--- src/rtl/hazard_forward_ctrl_if.sv ---
// Handshake bundle between the pipeline registers and hazard_forward_ctrl.
// master = pipeline side (drives indices/strobes), slave = control unit.
interface hazard_forward_ctrl_if #(
    parameter int ADDR_W = 5,
    parameter int CNT_W  = 16
);
    logic [ADDR_W-1:0] if_id_rs;
    logic [ADDR_W-1:0] if_id_rt;
    logic [ADDR_W-1:0] id_ex_rs;
    logic [ADDR_W-1:0] id_ex_rt;
    logic [ADDR_W-1:0] id_ex_rd;
    logic              id_ex_memread;
    logic [ADDR_W-1:0] ex_mem_rd;
    logic              ex_mem_regwrite;
    logic [ADDR_W-1:0] mem_wb_rd;
    logic              mem_wb_regwrite;
    logic              mem_busy;
    logic              cnt_clr;
    logic [1:0]        forwardA;
    logic [1:0]        forwardB;
    logic              stall_pc;
    logic              stall_ifid;
    logic              bubble_idex;
    logic              freeze;
    logic [CNT_W-1:0]  stall_cycles;

    modport master (
        output if_id_rs, if_id_rt, id_ex_rs, id_ex_rt,
        output id_ex_rd, id_ex_memread,
        output ex_mem_rd, ex_mem_regwrite,
        output mem_wb_rd, mem_wb_regwrite,
        output mem_busy, cnt_clr,
        input  forwardA, forwardB,
        input  stall_pc, stall_ifid, bubble_idex,
        input  freeze, stall_cycles
    );

    modport slave (
        input  if_id_rs, if_id_rt, id_ex_rs, id_ex_rt,
        input  id_ex_rd, id_ex_memread,
        input  ex_mem_rd, ex_mem_regwrite,
        input  mem_wb_rd, mem_wb_regwrite,
        input  mem_busy, cnt_clr,
        output forwardA, forwardB,
        output stall_pc, stall_ifid, bubble_idex,
        output freeze, stall_cycles
    );
endinterface

--- src/rtl/hazard_forward_ctrl.sv ---
// EX-stage forwarding, load-use hazard stall and memory-busy freeze control.
// Ports: clk, rst_n (async low), bus (slave side of hazard_forward_ctrl_if).
module hazard_forward_ctrl #(
    parameter int ADDR_W         = 5,
    parameter int ZERO_REG_HARD  = 1,
    parameter int LOAD_STALL_CYC = 1,
    parameter int CNT_W          = 16
) (
    input  logic                  clk,
    input  logic                  rst_n,
    hazard_forward_ctrl_if.slave  bus
);
    typedef enum logic {IDLE, LOAD_STALL} state_t;

    localparam bit       ZR     = (ZERO_REG_HARD != 0);
    localparam bit       MULTI  = (LOAD_STALL_CYC > 1);
    localparam int       INIT_I = MULTI ? LOAD_STALL_CYC - 2 : 0;
    localparam logic [3:0] CNT_INIT = INIT_I[3:0];
    localparam logic [ADDR_W-1:0] R0 = '0;

    state_t           state_q, state_d;
    logic [3:0]       cnt_q, cnt_d;
    logic [CNT_W-1:0] sc_q;
    logic             exm_ok, wb_ok, hz;
    logic             stall, bubble, frz;

    assign exm_ok = bus.ex_mem_regwrite & ~(ZR & (bus.ex_mem_rd == R0));
    assign wb_ok  = bus.mem_wb_regwrite & ~(ZR & (bus.mem_wb_rd == R0));

    always_comb begin
        bus.forwardA = 2'b00;
        if (exm_ok && bus.ex_mem_rd == bus.id_ex_rs)
            bus.forwardA = 2'b10;
        else if (wb_ok && bus.mem_wb_rd == bus.id_ex_rs)
            bus.forwardA = 2'b01;
    end

    always_comb begin
        bus.forwardB = 2'b00;
        if (exm_ok && bus.ex_mem_rd == bus.id_ex_rt)
            bus.forwardB = 2'b10;
        else if (wb_ok && bus.mem_wb_rd == bus.id_ex_rt)
            bus.forwardB = 2'b01;
    end

    assign hz = bus.id_ex_memread
              & ~(ZR & (bus.id_ex_rd == R0))
              & ((bus.id_ex_rd == bus.if_id_rs)
               | (bus.id_ex_rd == bus.if_id_rt));

    always_ff @(posedge clk or negedge rst_n) begin
        if (!rst_n) begin
            state_q <= IDLE;
            cnt_q   <= '0;
        end else begin
            state_q <= state_d;
            cnt_q   <= cnt_d;
        end
    end

    // mem_busy overrides everything: state and cnt hold, so the
    // number of bubbles per hazard is unaffected by freezes.
    always_comb begin
        state_d = state_q;
        cnt_d   = cnt_q;
        stall   = 1'b0;
        bubble  = 1'b0;
        frz     = 1'b0;
        if (bus.mem_busy) begin
            frz   = 1'b1;
            stall = 1'b1;
        end else begin
            unique case (state_q)
                IDLE: begin
                    if (hz) begin
                        stall  = 1'b1;
                        bubble = 1'b1;
                        if (MULTI) begin
                            state_d = LOAD_STALL;
                            cnt_d   = CNT_INIT;
                        end
                    end
                end
                LOAD_STALL: begin
                    stall  = 1'b1;
                    bubble = 1'b1;
                    if (cnt_q == 4'd0)
                        state_d = IDLE;
                    else
                        cnt_d = cnt_q - 4'd1;
                end
                default: state_d = IDLE;
            endcase
        end
    end

    // Gated by rst_n so a stall is dropped the moment reset asserts.
    assign bus.stall_pc    = stall & rst_n;
    assign bus.stall_ifid  = stall & rst_n;
    assign bus.bubble_idex = bubble & rst_n;
    assign bus.freeze      = frz & rst_n;

    always_ff @(posedge clk or negedge rst_n) begin
        if (!rst_n)
            sc_q <= '0;
        else if (bus.cnt_clr)
            sc_q <= '0;
        else if (bus.stall_pc && sc_q != '1)
            sc_q <= sc_q + 1'b1;
    end

    assign bus.stall_cycles = sc_q;
endmodule

--- src/flat_wrapper.sv ---
// flat-port wrapper written by rule: the top's interface ports become plain ports
module hazard_forward_ctrl_flat 
#(
    parameter int ADDR_W         = 5,
    parameter int ZERO_REG_HARD  = 1,
    parameter int LOAD_STALL_CYC = 1,
    parameter int CNT_W          = 16
)
  (clk, rst_n, bus_if_id_rs, bus_if_id_rt, bus_id_ex_rs, bus_id_ex_rt, bus_id_ex_rd, bus_id_ex_memread, bus_ex_mem_rd, bus_ex_mem_regwrite, bus_mem_wb_rd, bus_mem_wb_regwrite, bus_mem_busy, bus_cnt_clr, bus_forwardA, bus_forwardB, bus_stall_pc, bus_stall_ifid, bus_bubble_idex, bus_freeze, bus_stall_cycles);
  hazard_forward_ctrl_if #(.ADDR_W(ADDR_W), .CNT_W(CNT_W)) bus_i ();
  input  logic clk;
  input  logic rst_n;
  input wire logic [$bits(bus_i.if_id_rs)-1:0] bus_if_id_rs;
  input wire logic [$bits(bus_i.if_id_rt)-1:0] bus_if_id_rt;
  input wire logic [$bits(bus_i.id_ex_rs)-1:0] bus_id_ex_rs;
  input wire logic [$bits(bus_i.id_ex_rt)-1:0] bus_id_ex_rt;
  input wire logic [$bits(bus_i.id_ex_rd)-1:0] bus_id_ex_rd;
  input wire logic [$bits(bus_i.id_ex_memread)-1:0] bus_id_ex_memread;
  input wire logic [$bits(bus_i.ex_mem_rd)-1:0] bus_ex_mem_rd;
  input wire logic [$bits(bus_i.ex_mem_regwrite)-1:0] bus_ex_mem_regwrite;
  input wire logic [$bits(bus_i.mem_wb_rd)-1:0] bus_mem_wb_rd;
  input wire logic [$bits(bus_i.mem_wb_regwrite)-1:0] bus_mem_wb_regwrite;
  input wire logic [$bits(bus_i.mem_busy)-1:0] bus_mem_busy;
  input wire logic [$bits(bus_i.cnt_clr)-1:0] bus_cnt_clr;
  output wire logic [$bits(bus_i.forwardA)-1:0] bus_forwardA;
  output wire logic [$bits(bus_i.forwardB)-1:0] bus_forwardB;
  output wire logic [$bits(bus_i.stall_pc)-1:0] bus_stall_pc;
  output wire logic [$bits(bus_i.stall_ifid)-1:0] bus_stall_ifid;
  output wire logic [$bits(bus_i.bubble_idex)-1:0] bus_bubble_idex;
  output wire logic [$bits(bus_i.freeze)-1:0] bus_freeze;
  output wire logic [$bits(bus_i.stall_cycles)-1:0] bus_stall_cycles;
  assign bus_i.if_id_rs = bus_if_id_rs;
  assign bus_i.if_id_rt = bus_if_id_rt;
  assign bus_i.id_ex_rs = bus_id_ex_rs;
  assign bus_i.id_ex_rt = bus_id_ex_rt;
  assign bus_i.id_ex_rd = bus_id_ex_rd;
  assign bus_i.id_ex_memread = bus_id_ex_memread;
  assign bus_i.ex_mem_rd = bus_ex_mem_rd;
  assign bus_i.ex_mem_regwrite = bus_ex_mem_regwrite;
  assign bus_i.mem_wb_rd = bus_mem_wb_rd;
  assign bus_i.mem_wb_regwrite = bus_mem_wb_regwrite;
  assign bus_i.mem_busy = bus_mem_busy;
  assign bus_i.cnt_clr = bus_cnt_clr;
  assign bus_forwardA = bus_i.forwardA;
  assign bus_forwardB = bus_i.forwardB;
  assign bus_stall_pc = bus_i.stall_pc;
  assign bus_stall_ifid = bus_i.stall_ifid;
  assign bus_bubble_idex = bus_i.bubble_idex;
  assign bus_freeze = bus_i.freeze;
  assign bus_stall_cycles = bus_i.stall_cycles;
  hazard_forward_ctrl #(.ADDR_W(ADDR_W), .ZERO_REG_HARD(ZERO_REG_HARD), .LOAD_STALL_CYC(LOAD_STALL_CYC), .CNT_W(CNT_W)) u_core (.clk(clk), .rst_n(rst_n), .bus(bus_i));
endmodule
--- config.mk ---
export PLATFORM = sky130hd
export DESIGN_NAME = hazard_forward_ctrl_flat
export DESIGN_NICKNAME = d
export VERILOG_FILES = /design/src/rtl/hazard_forward_ctrl_if.sv /design/src/rtl/hazard_forward_ctrl.sv /design/src/flat_wrapper.sv
export SDC_FILE = /design/constraint.sdc
export NUM_CORES = 1
export LEC_CHECK = 0
export BUFFER_PORTS_ARGS = -buffer_cell sky130_fd_sc_hd__buf_2
export CAP_MARGIN = 20
export CELL_PAD_IN_SITES_DETAIL_PLACEMENT = 0
export CELL_PAD_IN_SITES_GLOBAL_PLACEMENT = 2
export CORE_ASPECT_RATIO = 1.5
export CORE_UTILIZATION = 28
export DETAILED_ROUTE_END_ITERATION = 12
export PLACE_DENSITY = 0.8
export REMOVE_ABC_BUFFERS = 1
export SETUP_SLACK_MARGIN = 0.02
export SLEW_MARGIN = 20
export SYNTH_ARGS = -nofsm -noshare
export SYNTH_HDL_FRONTEND = slang
export SYNTH_SLANG_ARGS = --single-unit
export TNS_END_PERCENT = 20
--- constraint.sdc ---
create_clock -name clk -period 4.1 [get_ports clk]
set_clock_uncertainty 0.15 [all_clocks]
set_input_delay 0.82 -clock clk [delete_from_list [all_inputs] [get_ports clk]]
set_output_delay 0.82 -clock clk [all_outputs]
set_load 0.05 [all_outputs]
### Word level (Yosys, flattened, before mapping)

Index checks and enable logic that the tools add are counted.

* bitwise gates (word level): 14
* reduce and logical (&&, ||, !) cells: 11
* add/sub/neg operators: 2
* multiplexer cells: 13
* equal/unequal tests: 7

Operators with widths (number)
* $mux W16: 2
* $eq A5 B5 Y1: 6
* $add A16 B1 Y16 const B: 1
* $ne A16 B16 Y1 const B: 1
* $logic_not A5 Y1: 3
* $mux W1: 8
* $and A1 B1 Y1: 7
* $not A1 Y1: 6
* $logic_and A1 B1 Y1: 5
* $logic_not A4 Y1: 1
* $mux W2: 2
* $sub A4 B1 Y4 const B: 1
* $reduce_and A3 Y1: 1
* $pmux W1 S2: 1
* $reduce_bool A2 Y1: 1
* $or A1 B1 Y1: 1

* bits of input ports: 42
* output and inout port bits: 24
* register bits after elaboration: 21
* word-level logic and storage cells: 50

### Longest topological paths before layout

Gate-level depths: netlist of run 1.

* word-level depth: 11
* gate-level depth with buffers: 9
* mapped depth without buffers: 7

### Least setup slack after synthesis of run 1

Ideal clock, no wire load.

* path type: input to output
* start point: in bus_ex_mem_rd[0]
* end point: out bus_forwardA[0]
* required time: 3.130 ns
* stages: 4
* arrival: 3.397 ns
* setup slack: -0.267 ns
* buffers on the path: 0
* cell sequence: or4_1 > o21ai_0 > nor4_1 > nor4_1

* longest elaborated chain between the ends: 5
* elaborated cells between the ends (all ways): 6
* classes of those cells: eq/ne (1); mux (1); bitwise (2); reduce/logical (2)

RTL lines
* start: declaration: line flat_wrapper.sv:19 `input wire logic [$bits(bus_i.ex_mem_rd)-1:0] bus_ex_mem_rd;`
* $logic_not A5 Y1: line hazard_forward_ctrl.sv:27 `assign exm_ok = bus.ex_mem_regwrite & ~(ZR & (bus.ex_mem_rd == R0));`
* $not A1 Y1: line hazard_forward_ctrl.sv:27
* $and A1 B1 Y1: line hazard_forward_ctrl.sv:27
* $logic_and A1 B1 Y1 *: line hazard_forward_ctrl.sv:32 `if (exm_ok && bus.ex_mem_rd == bus.id_ex_rs)`
* $mux W2 *: line hazard_forward_ctrl.sv:32
* end: declaration: line flat_wrapper.sv:25 `output wire logic [$bits(bus_i.forwardA)-1:0] bus_forwardA;`

Every way passes the cells marked *; elsewhere a longest branch is shown, timed or not.

### Worst setup path in the final report of run 1

Ends and elaborated chain as after synthesis.

==> impl_metrics.tcl, run 1 <==
set metrics [dict create \
    routabilityCongestion 0.6991 \
    dp_cells 301 \
    ir_worst_vdd_mv 0.1001 \
    dieWidth_um 62.04 \
    p_leak_uw 0.0008930 \
    postCtsSetupRepairBufs 0 \
    routedWlPerCell_um 12.87 \
    yosysMostFrequentCell "xor2_1" \
    grt_pass1_vias 1480 \
    hold_viol 0 \
    insertion_delay_ns 0.26 \
    gr-usage-all-layers 0.1423 \
    max_cap_viol_count 0 \
    grt_antenna_before_repair 0 \
    grt-ovfl-total 0 \
    tightestPinTransition_ns 0.8549 \
    slew_headroom 0.4301 \
    pwr-share-comb 0.216 \
    pwr-share-seq 0.474 \
    r2r_cells 7 \
    p_int_uw 313.6 \
    rows 32 \
    power_uw 444.1 \
    vias 1500 \
    synth.largest_area_cell "dfrtp_1" \
    synth_seq_cells 21 \
    cts_tree "yes" \
    dp_hpwl_um 3185 \
    nets 282 \
    finalNonFillerCells 305 \
    via_per_inst 4.918 \
    period_share 0.8214 \
    ys_top_cells_by_count "25 x xor2_1, 21 x dfrtp_1, 15 x a21oi_1" \
    clkTransAtPathRegs_ns 0.08 \
    pin_count 66 \
    pre_cts_slack_ns 0.7032 \
    synth_cell_types 32 \
    rsz0062_at_grt "no" \
    portBuffers 65 \
    setup_ws_ns 0.7322 \
    seq_area_frac_synth 0.3471 \
    start_util 0.2931 \
    die_y_um 92.06 \
    clk_path_buf_depth 2 \
    hold_ws_ns 0.2817 \
    worstSetupPathType "in2out" \
    postSynth.asyncResetShare 1.000 \
    drtIter0Drc 27 \
    critPathCaptureType "primary output" \
    die_area_um2 5711 \
    htree_levels 1 \
    syn_area_um2 1514 \
    syn2layout_area_growth_pct 27.85 \
    netlist_top_cells_area "dfrtp_1 35%, xor2_1 14%, xnor2_1 5.2%" \
    synth_edf_count 0 \
    grt_max_degree 31 \
    avgSynthCellArea_um2 8.701 \
    syn_inst 174 \
    hp-class "in2async" \
    synth_top_area_frac 0.3471 \
    synth_ff_type "dfrtp_1" \
    ys_warn_count 0 \
    cts_made_buffers 3 \
    cts_resized 0 \
    clock-sinks 21 \
    sw_frac_of_total 0.2939 \
    outcome "completed" \
    cts_root_buf "clkbuf_8" \
    crit_fanout 3 \
    period_needed_ns 3.368 \
    drv_slew 0 \
    diodes 0 \
    worstPathArrival_ns 2.40 \
    core_area_um2 5165 \
    required_ns 3.13 \
    grt_pass1_wl_um 6279 \
    antenna_left 0 \
    routed_wl_um 3925 \
    drc_errors 0 \
    setup_viol 0 \
    cp-start-kind "primary input" \
    drive_above_1_share 0.3080 \
    netSwitchingPower_uw 130.5 \
    powerDensity_nw_per_um2 229.4 \
    fmax_mhz 296.9 \
    hold_buffers 0 \
    drt_pass1_iterations 4 \
    p_clk_frac 0.310 \
]
-- power groups by stage --
stage | Sequential (uW) | Combinational, uW | Clock [uW]
after global routing | 211 | 106 | 149
after detailed placement | 215 | 97.0 | 0
after floorplan | 220 | 43.2 | 0
final | 210 | 95.8 | 138
after global placement | 215 | 97.8 | 0
after CTS | 211 | 97.4 | 143
-- final timing paths --
check                                                        from                                       to  slack [ns]
min in group clk                      u_core.cnt_q[3]$_DFFE_PN0P_              u_core.cnt_q[3]$_DFFE_PN0P_        0.31
setup / recovery                                 bus_ex_mem_rd[0]                          bus_forwardA[0]        0.73
max in group asynchronous                                   rst_n  u_core.bus.stall_cycles[15]$_DFFE_PN0P_        3.06
hold / removal                                              rst_n   u_core.bus.stall_cycles[6]$_DFFE_PN0P_        0.28
hold reg to reg                       u_core.cnt_q[3]$_DFFE_PN0P_              u_core.cnt_q[3]$_DFFE_PN0P_        0.31
setup reg to reg           u_core.bus.stall_cycles[0]$_DFFE_PN0P_  u_core.bus.stall_cycles[11]$_DFFE_PN0P_        1.34
-- area by class of cell --
cell class	instances	area [um^2]
clock buffers	3	41.29
clock inverters	1	5.005
fillers	546	3229
inverters	5	18.77
multi-input cells	141	927.1
flip-flops and latches	21	525.5
well taps	68	85.08
repair buffers	66	332.8
-- routing by layer --
layer,wire [um],GRT usage,vias up,share of wire
li1,-,-,750,-
met1,1541,0.1563,682,0.39
met2,2082,0.2668,63,0.53
met3,250,0.01834,5,0.064
met4,50,0.03889,0,0.013
met5,0,0,-,0
-- worst max-delay path, stage by stage --
cell     delay, ns
buf_2         0.12
or4_1         0.51
o21ai_0       0.25
nor4_1        0.12
nor4_1        0.27
buf_2         0.30
-- flip-flops by register name, summed over array words and instances (netlist names) --
register	cells
u_core.state_q	1
u_core.cnt_q	4
u_core.bus.stall_cycles	16
-- through the flow --
| step | utilization | TNS, ns | area, um^2 |
|---|---|---|---|
| finish | 0.3748 | 0 | 1936 |
| global route | 0.3748 | 0 | 1936 |
| CTS | 0.3748 | 0 | 1936 |
| detailed placement | 0.3658 | 0 | 1889 |
| global placement | 0.3658 | 0 | 1889 |
| floorplan | - | -0.5342 | 1471 |
-- placed cells by master, fill, tap and decap left out, drive strengths merged, types with 4 or more instances in the layout --
cell   Yosys  routed
dfrtp     21      21
o31ai      4       4
buf        5      66
or4        9       9
xor2      25      25
nor2       9       9
nand2     10      10
and3       4       4
o21ai     14      14
nand3     10      10
a21oi     15      15
inv        5       5
nor4       4       4
xnor2      9       9
or3       11      11
-- logic make-up (layout without fill, tap and decap cells) --
group	count (synthesis)	in the layout	synth area share
fa+ha+maj	2	2	0.01653
simple gates	66	66	0.2496
flops	21	21	0.3471
xor+xnor	34	34	0.1967
buf+inv	12	75	0.04049
compound gates	38	38	0.1430
mux	1	1	0.006612
No activity file was read; power rests on OpenSTA's default activity.
==> run 2, diff against run 1 <==
ABC_AREA = 1   (was unset)
CORE_UTILIZATION = 26   (was 28)
PLACE_DENSITY = 0.76   (was 0.8)
clock period = 3.2 ns   (was 4.1 ns; I/O delays follow)
==> run 2 against run 1 <==
  * Cell count rose by 31%
  * Hold slack worse by 0.16 ns
  * Synthesized cell count is 49% higher
  * Utilization fell by 3.5 points
  * Routed wire length grew 26%
  * Total power up 85%
  * Cell area increased by 15%
  * Largest cell class unchanged
==> impl_metrics.tcl, run 2 <==
set metrics [dict create \
    outcome "completed" \
    netlist_top_cells_area "dfrtp_1 29%, nand2_1 15%, xor2_1 8.3%" \
    period_needed_ns 2.716 \
    required_ns 2.41 \
    drc_errors 0 \
    setup_viol 0 \
    slew_headroom 0.6936 \
    nets 370 \
    drtIter0Drc 17 \
    fillerInstances 741 \
    syn2layout_area_growth_pct 24.37 \
    pwr-share-seq 0.399 \
    dp_cells 397 \
    insertion_delay_ns 0.27 \
    final_cell_mix "74 x nand2_1, 65 x buf_2, 33 x inv_1, 27 x nand3_1, 26 x nor2_1" \
    period_share 0.8488 \
    ir_worst_vdd_mv 0.2489 \
    routabilityCongestion 0.7469 \
    ys_top_cells_by_count "74 x nand2_1, 33 x inv_1, 27 x nand3_1" \
    drive_above_1_share 0.2554 \
    powerDensity_nw_per_um2 366.8 \
    die_area_um2 7254 \
    postCtsSetupRepairBufs 0 \
    max_cap_viol_count 0 \
    setup_tns_ns 0 \
    hold_buffers 0 \
    hold_ws_ns 0.1178 \
    die_y_um 103.8 \
    tightestPinTransition_ns 0.4536 \
    cts_resized 0 \
    postSynth.asyncResetShare 1.000 \
    crit_fanout 3 \
    netSwitchingPower_uw 325.5 \
    seq_area_frac_synth 0.2925 \
    pin_count 66 \
    start_util 0.2732 \
    worstSetupPathType "in2out" \
    htree_levels 1 \
    grt_max_degree 18 \
    clk_path_buf_depth 2 \
    synth_ff_type "dfrtp_1" \
    ys_warn_count 0 \
    p_int_uw 494.2 \
    clock-sinks 21 \
    via_per_inst 4.611 \
    p_leak_uw 0.001213 \
    syn_area_um2 1797 \
    gr-usage-all-layers 0.1450 \
    diodes 0 \
    grt-ovfl-total 0 \
    worstPathArrival_ns 1.93 \
    rsz0062_at_grt "no" \
    avgSynthCellArea_um2 6.910 \
    synth_top_area_frac 0.2925 \
    grt_pass1_vias 1893 \
    synth.largest_area_cell "dfrtp_1" \
    layout_commonest_cell "nand2_1" \
    pre_cts_slack_ns 0.4563 \
    clkTransAtPathRegs_ns 0.08 \
    critPathCaptureType "primary output" \
    cts_made_buffers 3 \
    drv_slew 0 \
    rows 36 \
    core_area_um2 6576 \
    cts_tree "yes" \
    hp-class "in2async" \
    largest_reg_flops 16 \
    portBuffers 65 \
    dp_hpwl_um 3905 \
    antenna_left 0 \
    cp-start-kind "primary input" \
    p_clk_frac 0.221 \
    yosysMostFrequentCell "nand2_1" \
    synth_edf_count 0 \
    sw_frac_of_total 0.3970 \
    hold_viol 0 \
    vias 1849 \
    fmax_mhz 368.2 \
    setup_ws_ns 0.4838 \
    routed_wl_um 4946 \
    synth_seq_cells 21 \
    syn_inst 260 \
    dieWidth_um 69.88 \
    synth_cell_types 30 \
    routedWlPerCell_um 12.33 \
    cts_root_buf "clkbuf_8" \
    grt_pass1_wl_um 8728 \
    grt_antenna_before_repair 0 \
    drt_pass1_iterations 4 \
    finalNonFillerCells 401 \
    pwr-share-comb 0.380 \
]
==> run 2: worst max-delay path: stages <==
cell and delay [ns]:
buf_2 0.12, or2_2 0.29, o41ai_1 0.39, nor4_1 0.11
nor2_1 0.10, buf_2 0.27
==> run 2: path summary, 6_finish.rpt <==
kind                            cells after the start  slack, ns                                    from                                     end
worst min register to register                      1       0.33             u_core.cnt_q[3]$_DFFE_PN0P_             u_core.cnt_q[3]$_DFFE_PN0P_
min in group clk                                    1       0.33             u_core.cnt_q[3]$_DFFE_PN0P_             u_core.cnt_q[3]$_DFFE_PN0P_
worst min-delay path                                1       0.12                                   rst_n  u_core.bus.stall_cycles[0]$_DFFE_PN0P_
worst max-delay path                                6       0.48                        bus_ex_mem_rd[1]                         bus_forwardA[0]
max in group asynchronous                           2       2.29                                   rst_n             u_core.cnt_q[0]$_DFFE_PN0P_
worst max register to register                      8       1.13  u_core.bus.stall_cycles[0]$_DFFE_PN0P_  u_core.bus.stall_cycles[7]$_DFFE_PN0P_
==> run 2: layer usage <==
layer | routed length [um] | GRT usage | share of wire
met1 | 1937 | 0.1627 | 0.39
met3 | 240 | 0.01362 | 0.049
met5 | 0 | 0 | 0
met4 | 50 | 0.03429 | 0.010
met2 | 2717 | 0.2843 | 0.55
==> run 2: final cells by class <==
class / count / area, um^2 / area share
clock buffers: 4 / 45.04 / 0.02016
inverters: 34 / 127.6 / 0.05711
multi-input cells: 199 / 1101 / 0.4927
flip-flops and latches: 21 / 525.5 / 0.2352
well taps: 76 / 95.09 / 0.04255
repair buffers: 67 / 340.3 / 0.1523
==> run 2: power by group through the flow <==
stage	Sequential [uW]	Combinational [uW]	Clock, uW
after detailed placement	333	317	0
after CTS	327	319	190
after global routing	333	356	201
after floorplan	356	184	0
after global placement	331	313	0
final	327	312	181
==> run 2: kinds of logic (layout without fill, tap and decap cells) <==
| family | Yosys count | in the layout | synth area share |
|---|---|---|---|
| simple gates | 155 | 155 | 0.4129 |
| fa+ha+maj | 2 | 2 | 0.01393 |
| compound gates | 12 | 12 | 0.03969 |
| buf+inv | 40 | 105 | 0.09471 |
| flops | 21 | 21 | 0.2925 |
| xor+xnor | 30 | 30 | 0.1462 |
==> run 2: through the flow <==
stage | cell area (um^2) | util | total power [uW]
3_5_place_dp | 2190 | 0.3330 | 650.2
6_report | 2235 | 0.3398 | 819.7
5_1_grt | 2235 | 0.3398 | 889.5
4_1_cts | 2235 | 0.3398 | 836.6
2_1_floorplan | 1754 | - | 539.8
3_3_place_gp | 2190 | 0.3330 | 643.9
